[src/rtl/scan_mux_pkg.sv]
// Shared encodings for the scan_mux block: mode select and sequencer state.
package scan_mux_pkg;

  typedef enum logic {
    MODE_DIRECT = 1'b0,
    MODE_SCAN   = 1'b1
  } mode_e;

  typedef enum logic {
    IDLE = 1'b0,
    SCAN = 1'b1
  } state_e;

endpackage

[src/rtl/next_channel_finder.sv]
// Combinational search for the lowest enabled channel strictly above cur.
// cur is signed, so driving all ones (-1) returns the lowest enabled channel.
module next_channel_finder #(
  parameter int CHANNELS = 8,
  parameter int SEL_W    = $clog2(CHANNELS)
) (
  input  logic [CHANNELS-1:0] mask,
  input  logic [SEL_W:0]      cur,
  output logic [SEL_W-1:0]    nxt,
  output logic                found
);

  // Scanning downward lets the lowest qualifying channel win.
  always_comb begin
    nxt   = '0;
    found = 1'b0;
    for (int k = CHANNELS - 1; k >= 0; k--) begin
      if (mask[k] && (k > int'($signed(cur)))) begin
        nxt   = k[SEL_W-1:0];
        found = 1'b1;
      end
    end
  end

endmodule

[src/rtl/scan_mux.sv]
// Registered N:1 mux with valid/ready output and a one-shot channel sweep.
// The output register only loads when the slot is empty or being drained.
module scan_mux
  import scan_mux_pkg::*;
#(
  parameter int WIDTH    = 1,
  parameter int CHANNELS = 8,
  parameter int SEL_W    = $clog2(CHANNELS)
) (
  input  logic                      clk,
  input  logic                      reset,
  input  logic [CHANNELS*WIDTH-1:0] in,
  input  logic [SEL_W-1:0]          address,
  input  logic                      mode,
  input  logic [CHANNELS-1:0]       enable_mask,
  input  logic                      start,
  output logic [WIDTH-1:0]          out,
  output logic [SEL_W-1:0]          out_addr,
  output logic                      out_valid,
  input  logic                      out_ready,
  output logic                      out_last,
  output logic                      busy
);

  logic [WIDTH-1:0] ch [CHANNELS];
  for (genvar k = 0; k < CHANNELS; k++) begin : g_unpack
    assign ch[k] = in[k*WIDTH +: WIDTH];
  end

  state_e              state, state_nxt;
  logic [SEL_W-1:0]    ptr;
  logic [CHANNELS-1:0] mask_q;
  logic [SEL_W-1:0]    first_idx, next_idx;
  logic                first_found, next_found;
  logic                free, start_ok;
  logic                load, load_last;
  logic [WIDTH-1:0]    load_data;
  logic [SEL_W-1:0]    load_addr;

  next_channel_finder #(.CHANNELS(CHANNELS), .SEL_W(SEL_W)) u_first (
    .mask (enable_mask),
    .cur  ('1),
    .nxt  (first_idx),
    .found(first_found)
  );

  next_channel_finder #(.CHANNELS(CHANNELS), .SEL_W(SEL_W)) u_next (
    .mask (mask_q),
    .cur  ({1'b0, ptr}),
    .nxt  (next_idx),
    .found(next_found)
  );

  assign free     = !out_valid || out_ready;
  assign start_ok = (state == IDLE) && (mode == MODE_SCAN) && start && first_found;
  assign busy     = (state == SCAN);

  always_ff @(posedge clk) begin
    if (reset) state <= IDLE;
    else       state <= state_nxt;
  end

  always_comb begin
    state_nxt = state;
    case (state)
      IDLE:    if (start_ok) state_nxt = SCAN;
      SCAN:    if (free && !next_found) state_nxt = IDLE;
      default: state_nxt = IDLE;
    endcase
  end

  always_comb begin
    load      = 1'b0;
    load_data = '0;
    load_addr = ptr;
    load_last = 1'b0;
    case (state)
      IDLE: begin
        if (mode == MODE_DIRECT && free) begin
          load      = 1'b1;
          load_addr = address;
          load_data = (int'(address) < CHANNELS) ? ch[address] : '0;
        end
      end
      SCAN: begin
        if (free) begin
          load      = 1'b1;
          load_data = ch[ptr];
          load_last = !next_found;
        end
      end
      default: ;
    endcase
  end

  // Mask is captured at start so mid-sweep changes cannot reorder the sweep.
  always_ff @(posedge clk) begin
    if (reset) begin
      ptr    <= '0;
      mask_q <= '0;
    end else if (start_ok) begin
      ptr    <= first_idx;
      mask_q <= enable_mask;
    end else if (state == SCAN && free && next_found) begin
      ptr    <= next_idx;
    end
  end

  always_ff @(posedge clk) begin
    if (reset) begin
      out       <= '0;
      out_addr  <= '0;
      out_last  <= 1'b0;
      out_valid <= 1'b0;
    end else if (load) begin
      out       <= load_data;
      out_addr  <= load_addr;
      out_last  <= load_last;
      out_valid <= 1'b1;
    end else if (out_ready) begin
      out_valid <= 1'b0;
    end
  end

endmodule

[config.mk]
export PLATFORM = sky130hd
export DESIGN_NAME = scan_mux
export DESIGN_NICKNAME = d
export VERILOG_FILES = /design/src/rtl/scan_mux_pkg.sv /design/src/rtl/next_channel_finder.sv /design/src/rtl/scan_mux.sv
export SDC_FILE = /design/constraint.sdc
export NUM_CORES = 1
export LEC_CHECK = 0
export ABC_AREA = 1
export ABC_CLOCK_PERIOD_IN_PS = 2000
export BUFFER_PORTS_ARGS = -buffer_cell sky130_fd_sc_hd__buf_4
export CAP_MARGIN = 10
export CORE_AREA = 2 2 77 79
export CTS_BUF_LIST = sky130_fd_sc_hd__clkbuf_8
export DETAILED_ROUTE_END_ITERATION = 7
export DIE_AREA = 0 0 79 81
export HOLD_SLACK_MARGIN = 0.02
export MAX_ROUTING_LAYER = met4
export SLEW_MARGIN = 20
export SYNTH_ARGS = -nofsm -noshare
export SYNTH_HDL_FRONTEND = slang
export SYNTH_HIERARCHICAL = 1
export SYNTH_SLANG_ARGS = --single-unit
export TNS_END_PERCENT = 50
[constraint.sdc]
create_clock -name clk -period 2 [get_ports clk]
set_clock_uncertainty 0.2 [all_clocks]
set_input_delay 0.3 -clock clk [delete_from_list [all_inputs] [get_ports clk]]
set_output_delay 0.3 -clock clk [all_outputs]
set_load 0.1 [all_outputs]
After elaboration in Yosys (flattened, before gate mapping)
Cells that the tools add are included.
- memory bits (read-only): 0
- register bits: 18
- latch bits: 0
- word-level logic and storage cells: 96
- output and inout bits: 7
- bits in writable memories: 0
- memories kept: 0
- input bits: 24
- bitwise operators: 4
- $add $sub $neg: 0
- equality and inequality tests: 0
- muxes and demuxes: 55
- magnitude comparators: 10
- reduce and logical (&&, ||, !) cells: 20
- div/mod/pow operators: 0
- multipliers: 0
- shift operators: 0
- operators by type and width (operator ; number):
    2-to-1 mux 3 bit ; 20
    2-to-1 mux 1 bit ; 30
    logical AND 1 bit ; 15
    > comparator 3 bit (first input constant) ; 4
    greater-or-equal comparator 4 bit (second input constant) ; 2
    NOT 3 -> 4 bit ; 2
    binary-select mux 1 bit (select 3 bit) ; 2
    > comparator 1 x 3 -> 1 bit (first input constant) ; 2
    > comparator 2 x 3 -> 1 bit (first input constant) ; 2
    case mux 1 bit (2 select lines) ; 3
    nonzero test 2 bit ; 2
    logical NOT 1 bit ; 2
    NOT 1 bit ; 2
    logical OR 1 bit ; 1

Longest topological paths before layout
- depth in word-level cells: 14
- depth in mapped cells: 12
- gate-level depth less buffers: 12

Modules after synthesis
Netlist, hierarchy kept.
- by module, submodules not included (module ; area an instance (sq um) ; instances ; cells an instance ; sequential area each (sq um)):
    scan_mux ; 969.7 ; 1 ; 146 ; 360.3
    next_channel_finder ; 190.2 ; 2 ; 36 ; 0.0

Worst setup path after synthesis
Ideal clock, no wire load.
- kind: reg-to-reg
- start point: register state (netlist: busy)
- end point: register out
- setup slack: -0.019 ns
- data arrival time: 1.700 ns
- period minus slack after synthesis: 2.019 ns
- cell stages (with the launch flop): 10
- required time: 1.681 ns
- path buffers: 0
- library setup time: 0.119 ns
- path through: dfxtp_1 > inv_2 > nand2_1 > nand2_2 > inv_2 > nand3_1 > nand2_1 > nand2_1 > nor2_1 > nor2_1
- cells in the longest elaborated chain, start to end: 2
- elaborated cells on any way between the ends: 3
- classes of those cells: 2 x mux; 1 x bitwise
- ends and longest elaborated chain (item ; RTL line ; source):
    start, declared ; scan_mux.sv:30 ; state_e state, state_nxt;
    start signal, assigned ; scan_mux.sv:60 ; else state <= state_nxt;
    NOT 1 bit ; scan_mux.sv:77 ; case (state)
    case mux 1 bit (2 select lines) ; scan_mux.sv:77 ;
    end signal, assigned ; scan_mux.sv:116 ; out <= load_data;
    end, declared ; scan_mux.sv:17 ; output logic [WIDTH-1:0] out,
Several ways; a longest one is shown, not always the timed one.
A chain may end at the register's enable or synchronous reset.

Final worst setup path
- start point: register ptr[2]
- end point: register ptr[1]
- cells in the longest elaborated chain, start to end: 12
- elaborated cells on any way between the ends: 36
- classes of those cells: 8 x order compare; 18 x mux; 10 x reduce/logical
- ends and longest elaborated chain (item ; RTL line ; source):
    start, declared ; scan_mux.sv:31 ; logic [SEL_W-1:0] ptr;
    start signal, assigned ; scan_mux.sv:102 ; ptr <= first_idx;
    start signal, assigned ; scan_mux.sv:105 ; ptr <= next_idx;
    > comparator 3 bit ; next_channel_finder.sv:18 ; if (mask[k] && (k > int'($signed(cur)))) begin
    logical AND 1 bit ; next_channel_finder.sv:18 ;
    2-to-1 mux 1 bit (7 in a row) ; next_channel_finder.sv:18 ;
    2-to-1 mux 1 bit * ; next_channel_finder.sv:18 ;
    via next_found ; scan_mux.sv:34 ; logic first_found, next_found;
    logical AND 1 bit * ; scan_mux.sv:104 ; end else if (state == SCAN && free && next_found) begin
    nonzero test 2 bit (no line) * ; n/a ;
Mark *: on every way through the listed nets, which the timed path passes. The rest lies on a longest branch. The select of a mux whose other input is x is not followed.

==> results.sh <==
export IMPL_p_per_area_nw_per_um2=623
export IMPL_nets=293
export IMPL_cts_setup_buffers=0
export IMPL_timing_setup_tns_ns=0
export IMPL_ys_warn_count=6
export IMPL_cts_buffers=3
export IMPL_min_period_over_period=0.895
export IMPL_worstSetupPathType="reg -> reg"
export IMPL_r2r_end="ptr[1]"
export IMPL_placed_area_um2=1720
export IMPL_cts_tree="built"
export IMPL_synth_edff_count=0
export IMPL_coreArea_um2=5680
export IMPL_synthFlopType="dfxtp_1"
export IMPL_async_reset_ff_frac=0
export IMPL_cp_endpoint="ptr[1]"
export IMPL_synth_seq_cells=18
export IMPL_die_h_um=81
export IMPL_timing_critical_path_from="ptr[2]"
export IMPL_worstPathMaxFanout=8
export IMPL_synthesis_area_um2=1350
export IMPL_grt_max_degree=15
export IMPL_boundaryPins=31
export IMPL_gp_congestion=0.837
export IMPL_drt_iter0_markers=42
export IMPL_num_antenna_cells=0
export IMPL_yosysTopAreaCellShare=0.267
export IMPL_routed_wirelength_um=3050
export IMPL_start_kind="register"
export IMPL_wire_per_inst_um=8.92
export IMPL_yosysTopAreaCell="dfxtp_1"
export IMPL_cpPeakStageDelay_ns=0.41
export IMPL_ant_nets=0
export IMPL_path_cells="inv_2 > nor2_2 > nand2_1 > a22o_2 > nor2_4 > nand4_2 > inv_1 > o21ai_2 > o21ai_0 > a21oi_2"
export IMPL_worst_path_stages=10
export IMPL_place_hpwl_um=2560
export IMPL_cts_path_max_buffers=2
export IMPL_dieArea_um2=6400
export IMPL_fmax_mhz=559
export IMPL_grt_pass1_vias=1324
export IMPL_hp_start="reset"
export IMPL_yosysSeqAreaShare=0.267
export IMPL_cts_hold_buf=0
export IMPL_clock_latency_ns=0.25
export IMPL_htree_levels=1
export IMPL_start_util=0.238
export IMPL_cp_end_kind="register"
export IMPL_outcome="complete, no violations"
export IMPL_area_growth_pct=30.9
export IMPL_die_x_um=79
export IMPL_cts_root_buf="clkbuf_8"
export IMPL_rows=28
export IMPL_synth_area_per_cell_um2=6.19
export IMPL_p_leak_nw=0.886
export IMPL_grt_pass1_wl_um=5250
export IMPL_drc_errors=0
export IMPL_drt_vias_per_instance=4.14
export IMPL_drive_gt1_frac=0.251
export IMPL_clk_pin_slew_worst_paths_ns=0.06
export IMPL_drv_slew=0
export IMPL_firstDrtPassIters=4
export IMPL_arrival_ns=1.73
export IMPL_final_min_clock_period_ns=1.79
export IMPL_fin_area_um2=1770
export IMPL_drv_cap=0
export IMPL_rsz0062_at_grt="no"
export IMPL_synth_cells=218
export IMPL_cp_required_ns=1.94
export IMPL_setup_viol=0
export IMPL_clock_sinks=18
export IMPL_grtUsageTotal=0.103
export IMPL_synth_area_leaders="dfxtp_1 (27%), nand2_1 (15%), inv_1 (7.2%)"
export IMPL_cts_resized=0
export IMPL_hold_viol_final=0
export IMPL_synthDistinctLibCells=26
export IMPL_via_count=1417
export IMPL_rrSetupSlack_ns=0.21
export IMPL_slowest_stage="dfxtp_2"
export IMPL_vdd_drop_max_mv=0.192
export IMPL_min_path_type="in -> reg"
export IMPL_portBuffers=30
export IMPL_rr_worst_depth=10
export IMPL_cp_num_buf_inv=2
export IMPL_crit_family="compound AO/OA/AOI/OAI gates"
export IMPL_reg2reg_from="ptr[2]"
export IMPL_grt_ovfl_total=0
export IMPL_antenna_found_initial=0
-- Yosys cell counts (4+ instances only) --
cell,n
a21oi_1,13
or2_1,4
o21ai_0,19
inv_1,26
nand2_1,55
nor2_1,24
inv_2,8
dfxtp_1,18
o21ai_2,4
nand3_1,17
-- how the worst min path moves through the flow --
stage	cells past startpoint	end	slack (ns)
after global routing	2	out_last	0.04
after floorplan	1	busy	0.16
final	2	busy	0.05
after detailed placement	2	out_last	0.26
after CTS	2	busy	0.03
after global placement	2	out_addr[2]	0.26
-- sequential cells by signal, indices dropped and copies added (netlist names) --
name	cells
mask_q	8
out_addr	3
ptr	3
busy	1
out	1
out_last	1
out_valid	1
-- layer usage --
metal | track usage | vias to the layer above | wire (um)
met5 | - | - | 0
met4 | 0.0517 | 0 | 63
met3 | 0.0100 | 4 | 114
met2 | 0.179 | 24 | 1420
met1 | 0.120 | 610 | 1460
li1 | - | 779 | -
-- placed cells by master (no fill, tap or decap) --
cell      synthesis  layout
nand2_1          55      55
buf_4             0      32
inv_1            26      26
nor2_1           24      24
conb_1            2      19
o21ai_0          19      18
nand3_1          17      17
dfxtp_1          18      15
a21oi_1          13      13
inv_2             8       8
or2_1             4       4
o21ai_2           4       4
nand2_2           3       3
nor2_2            3       3
nor2_4            3       3
o211ai_1          3       3
dfxtp_2           0       3
clkbuf_8          0       3
o21ai_1           1       2
a22o_2            2       2
o21a_1            2       2
nand4_2           2       2
nor3b_2           2       2
nand4_4           1       1
o22ai_1           1       1
a21oi_2           1       1
or2_0             1       1
-- power by group --
group / switching, W / internal, W / total, W
Clock: 0.000112 / 0.000134 / 0.000246
Combinational: 0.000282 / 0.000153 / 0.000434
Sequential: 0.0000276 / 0.000393 / 0.000421
-- cell families (layout without fill, tap and decap cells) --
logic type | count (synthesis) | in the layout | synth area share
simple gates | 115 | 115 | 0.411
compound gates | 46 | 46 | 0.202
buf+inv | 37 | 69 | 0.114
flops | 18 | 18 | 0.267
other cells | 2 | 19 | 0.00556
-- metrics by stage --
stage / total power, W / utilization / instances / hold WS (ns) / setup WS [ns]
after global routing: 0.00118 / 0.311 / 342 / 0.0389 / 0.0375
after CTS: 0.00111 / 0.311 / 342 / 0.0306 / 0.115
final: 0.00110 / 0.311 / 342 / 0.0457 / 0.211
after floorplan: 0.000753 / - / 235 / 0.162 / 0.0502
after global placement: 0.000860 / 0.304 / 339 / 0.255 / 0.123
after detailed placement: 0.000862 / 0.304 / 339 / 0.261 / 0.0877
-- cell type report --
type / count / area [um2]
Inverter: 34 / 128
Fill cell: 643 / 3910
Sequential cell: 18 / 364
Clock buffer: 3 / 41.3
Multi-Input combinational cell: 180 / 900
Timing Repair Buffer: 32 / 240
Tap cell: 75 / 93.8
(Power assumes the default switching activity.)
